## src/rtl/mem_port_arbiter.sv

```systemverilog
// Arbitrates one single-ported memory between an instruction-fetch port and a data port.
// Define MEM_PORT_ARBITER_FAIRNESS_EN to stop data traffic from starving fetch indefinitely.
module mem_port_arbiter #(
  parameter int unsigned LAT      = 1,
  parameter int unsigned MAX_WAIT = 4
) (
  input  logic        CLK,
  input  logic        RST,
  input  logic        if_req,
  input  logic [63:0] if_addr,
  output logic        if_ack,
  output logic [31:0] if_rdata,
  input  logic        dm_req,
  input  logic        dm_wr,
  input  logic [63:0] dm_addr,
  input  logic [63:0] dm_wdata,
  output logic        dm_ack,
  output logic [63:0] dm_rdata,
  output logic        mem_en,
  output logic        mem_wr,
  output logic [63:0] mem_addr,
  output logic [63:0] mem_wdata,
  input  logic [63:0] mem_rdata,
  output logic        busy
);

  typedef enum logic [1:0] {
    IDLE,
    ISSUE,
    WAIT,
    RESP
  } state_e;

  // Counter value in the WAIT cycle where mem_rdata is valid.
  localparam logic [3:0] LAT_LAST = 4'(LAT - 1);

  if (LAT < 1 || LAT > 15) begin : g_lat_range
    $error("mem_port_arbiter: LAT must be in 1..15");
  end
  if (MAX_WAIT < 1 || MAX_WAIT > 15) begin : g_max_wait_range
    $error("mem_port_arbiter: MAX_WAIT must be in 1..15");
  end

  state_e      state_q,    state_d;
  logic        grant_dm_q, grant_dm_d;
  logic        wr_q,       wr_d;
  logic [63:0] addr_q,     addr_d;
  logic [63:0] wdata_q,    wdata_d;
  logic [63:0] rdata_q,    rdata_d;
  logic [3:0]  lat_cnt_q,  lat_cnt_d;
  logic        pick_dm;
  logic        grant;

`ifdef MEM_PORT_ARBITER_FAIRNESS_EN
  localparam logic [3:0] STARVE_LIMIT = 4'(MAX_WAIT);

  logic [3:0] starve_q, starve_d;

  // Once fetch has been passed over STARVE_LIMIT times, it takes the next slot.
  always_comb begin
    pick_dm = dm_req;
    if (if_req && (starve_q >= STARVE_LIMIT)) pick_dm = 1'b0;
  end

  always_comb begin
    starve_d = starve_q;
    if (grant) begin
      if (!pick_dm)   starve_d = '0;
      else if (if_req) starve_d = starve_q + 4'd1;
    end
  end

  always_ff @(posedge CLK or negedge RST) begin
    if (!RST) starve_q <= '0;
    else      starve_q <= starve_d;
  end
`else
  assign pick_dm = dm_req;
`endif

  assign grant = (state_q == IDLE) && (if_req || dm_req);

  // NOTE: every signal assigned here gets a default first, so no path can infer a latch.
  always_comb begin
    state_d    = state_q;
    grant_dm_d = grant_dm_q;
    wr_d       = wr_q;
    addr_d     = addr_q;
    wdata_d    = wdata_q;
    rdata_d    = rdata_q;
    lat_cnt_d  = lat_cnt_q;

    case (state_q)
      IDLE: begin
        if (grant) begin
          grant_dm_d = pick_dm;
          wr_d       = pick_dm & dm_wr;
          addr_d     = pick_dm ? dm_addr : if_addr;
          wdata_d    = pick_dm ? dm_wdata : '0;
          state_d    = ISSUE;
        end
      end
      ISSUE: begin
        lat_cnt_d = '0;
        state_d   = WAIT;
      end
      WAIT: begin
        if (lat_cnt_q == LAT_LAST) begin
          rdata_d = mem_rdata;
          state_d = RESP;
        end else begin
          lat_cnt_d = lat_cnt_q + 4'd1;
        end
      end
      RESP:    state_d = IDLE;
      default: state_d = IDLE;
    endcase
  end

  // NOTE: the latched request and captured data are reset as well, so every output is 0 while RST is low.
  always_ff @(posedge CLK or negedge RST) begin
    if (!RST) begin
      state_q    <= IDLE;
      grant_dm_q <= 1'b0;
      wr_q       <= 1'b0;
      addr_q     <= '0;
      wdata_q    <= '0;
      rdata_q    <= '0;
      lat_cnt_q  <= '0;
    end else begin
      state_q    <= state_d;
      grant_dm_q <= grant_dm_d;
      wr_q       <= wr_d;
      addr_q     <= addr_d;
      wdata_q    <= wdata_d;
      rdata_q    <= rdata_d;
      lat_cnt_q  <= lat_cnt_d;
    end
  end

  assign busy      = (state_q != IDLE);
  assign mem_en    = (state_q == ISSUE);
  assign mem_wr    = mem_en & wr_q;
  assign mem_addr  = addr_q;
  assign mem_wdata = wdata_q;
  assign if_ack    = (state_q == RESP) & ~grant_dm_q;
  assign dm_ack    = (state_q == RESP) &  grant_dm_q;
  assign if_rdata  = rdata_q[31:0];
  assign dm_rdata  = rdata_q;

endmodule

```

## config.mk

```make
export PLATFORM = sky130hd
export DESIGN_NAME = mem_port_arbiter
export DESIGN_NICKNAME = d
export VERILOG_FILES = /design/src/rtl/mem_port_arbiter.sv
export SDC_FILE = /design/constraint.sdc
export NUM_CORES = 1
export LEC_CHECK = 0
export ABC_AREA = 1
export CELL_PAD_IN_SITES_DETAIL_PLACEMENT = 1
export CELL_PAD_IN_SITES_GLOBAL_PLACEMENT = 2
export CORE_MARGIN = 2
export CORE_UTILIZATION = 19
export CTS_CLUSTER_SIZE = 20
export DETAILED_ROUTE_END_ITERATION = 8
export MAX_ROUTING_LAYER = met4
export PLACE_DENSITY_LB_ADDON = 0.1
export SKIP_CTS_REPAIR_TIMING = 1
export SLEW_MARGIN = 10
export SYNTH_ARGS = -nofsm -noshare
export SYNTH_HDL_FRONTEND = slang
export SYNTH_SLANG_ARGS = --single-unit
export TNS_END_PERCENT = 1
```

## constraint.sdc

```tcl
create_clock -name CLK -period 1.4 [get_ports CLK]
set_input_delay 0.42 -clock CLK [delete_from_list [all_inputs] [get_ports CLK]]
set_output_delay 0.42 -clock CLK [all_outputs]
set_load 0.01 [all_outputs]
```

==> impl_metrics.yaml <==
timing:
  period_share_pct: 128
  rsz0062_at_grt: "true"
  skew_ps: 9.08
  layout_setup_ws_ps: -388
  slew_viol_final: 0
  worstMarginPinSlew_ps: 353
  fin_crit_ps: 1790
  max_freq_mhz: 559
  relSlewSlack_pct: 76.5
  finalSetupViolCount: 409
  finalHoldViolations: 0
outcome:
  outcome: "complete, but fails checks"
  violations: "negative setup slack"
floorplanning:
  initial_core_util_pct: 19.2
  die_height_microns: 224
  dieArea_sq_um: 50000
  coreArea_sq_um: 47600
  fp.dieW_microns: 224
  rows: 80
  num_io_pins: 490
min_path:
  hold_path_class: "in2async"
routing:
  vias: 8815
  wl_microns: 38300
  drtPass1Iterations: 6
  via_per_inst: 3.94
  remaining_drc_errors: 0
  drt_iter0_drc: 249
  wl_per_cell_microns: 17.1
  antenna_left: 0
power_and_ir_drop:
  ir_worst_vdd_mv: 0.673
  p_leak_nw: 7.41
  power_mw: 28.1
  p_per_area_nw_per_um2: 1920
placed_design:
  pre_cts_ws_ps: -503
  dpl_cell_area_sq_um: 15000
  port_buffers: 489
  gp_congestion: 0.749
  place_hpwl_microns: 29600
cts:
  clk_path_buf_depth: 2
  numCtsBuffers: 17
  cts_num_sinks: 200
  path_clk_slew_ps: 70
  clock_latency_ps: 490
  cts-root-buf: "clkbuf_16"
  cts_max_level: 4
  cts_tree: "done"
layout:
  register_area_sq_um: 5010
  layout_common_cells: "nand2_1 (336), clkdlybuf4s50_1 (258), inv_1 (201)"
  final_common_cell: "nand2_1"
  nFillCells: 5670
  final_nets: 1869
  syn2layout_area_growth_pct: 60.2
  postLayoutCoreUtil_pct: 30.8
  multi_input_area_sq_um: 2850
  final_area_sq_um: 14700
  drive_gt1_share_pct: 21.7
grt:
  grt_max_degree: 45
  grt_pass1_vias: 9553
  antenna_found_initial: 11
  grt_pass1_wl_microns: 58000
  grt_usage_pct: 16.1
  grt_overflow: 0
logic_synthesis:
  synth_edf_count: 0
  ys.flop_type: "dfrtp_1"
  async_reset_ff_share_pct: 100
  ys_seq_area_share_pct: 54.6
  syn-cell-area_sq_um: 9160
  avgSynthCellArea_sq_um: 8.14
  mappedNetlistNets: 1393
  yosysUniqueCellTypes: 20
  syn_inst: 1125
  synth_seq_cells: 200
  yosys_warnings: 0
setup_path:
  reg2reg_depth: 6
  cp-start-kind: "flop"
  critPathRequiredTime_ps: 980
  critical_path_class: "reg2out"
  cp-end-kind: "output port"
  cp_max_fo: 3
  cp.arrival_ps: 1370
job:
  drv_cap: 0
-- worst paths after layout --
| kind | startpoint | slack, ps | endpoint |
|---|---|---|---|
| worst max-delay path | state_q[1] | -390 | mem_wr |
| worst min-delay path | RST | 340 | dm_rdata[8] |
| worst max register to register | state_q[1] | -210 | mem_wdata[32] |
| worst min register to register | dm_rdata[42] | 490 | dm_rdata[42] |
| max in group asynchronous | RST | 470 | dm_rdata[58] |
| min in group CLK | dm_req | 400 | mem_wdata[0] |
-- layout make-up --
| class | count | share of cell area [%] |
|---|---|---|
| inverters | 206 | 5.27 |
| diodes | 12 | 0.205 |
| multi-input cells | 622 | 19.4 |
| well taps | 615 | 5.25 |
| clock buffers | 19 | 2.95 |
| clock inverters | 12 | 1.19 |
| repair buffers | 554 | 31.6 |
| flip-flops and latches | 200 | 34.1 |
-- metal layers --
| layer | share of wire, % | wire length [microns] | vias to the layer above | global-route usage, % |
|---|---|---|---|---|
| li1 | - | - | 4346 | - |
| met1 | 42 | 16000 | 4159 | 18.2 |
| met2 | 48 | 18200 | 278 | 25.6 |
| met3 | 9.0 | 3460 | 32 | 7.03 |
| met4 | 1.5 | 573 | 0 | 5.16 |
| met5 | 0 | 0 | - | - |
-- stage by stage --
step	TNS [ps]	std cells	hold slack (ps)
6_report	-27060	2240	338
5_1_grt	-62900	2239	317
4_1_cts	-143680	2222	-274
3_5_place_dp	-69520	2191	289
3_3_place_gp	-65770	2191	291
2_1_floorplan	-1480	1125	124
-- worst max-delay path, stage by stage (launching register included) --
cell	delay (ps)
dfrtp_1	410
inv_2	120
ha_4	170
nand2_2	50
inv_2	50
buf_6	100
-- cells by family after synthesis --
family,Yosys count,synth area share (%)
and+or+nand+nor,419,18.3
buffers and inverters,303,15.2
DFF,200,54.6
AOI/OAI and AO/OA,195,10.8
adders and majority gates,7,0.956
xor gates and xnor gates,1,0.0956
-- synthesized netlist by cell type, types with 7 or more instances --
cell / count / area [sq um]
o21ai_1: 52 / 260
dfrtp_1: 200 / 5000
clkbuf_1: 15 / 56.3
o21ai_0: 142 / 711
inv_1: 204 / 766
ha_1: 7 / 87.6
nand3_1: 70 / 350
buf_6: 8 / 90.1
nand2_1: 343 / 1290
buf_4: 42 / 315
buf_2: 31 / 155
-- flip-flops by register name (all words and copies together), names as in the netlist --
name        flops
dm_rdata       64
grant_dm_q      1
lat_cnt_q       4
mem_addr       64
mem_wdata      64
state_q         2
wr_q            1
-- power by group --
group	switching, mW	internal [mW]	total, mW
logic	7.38	5.42	12.8
registers	1.56	8.41	9.98
clock network	2.40	2.98	5.38
No activity file was read; power rests on OpenSTA's default activity.
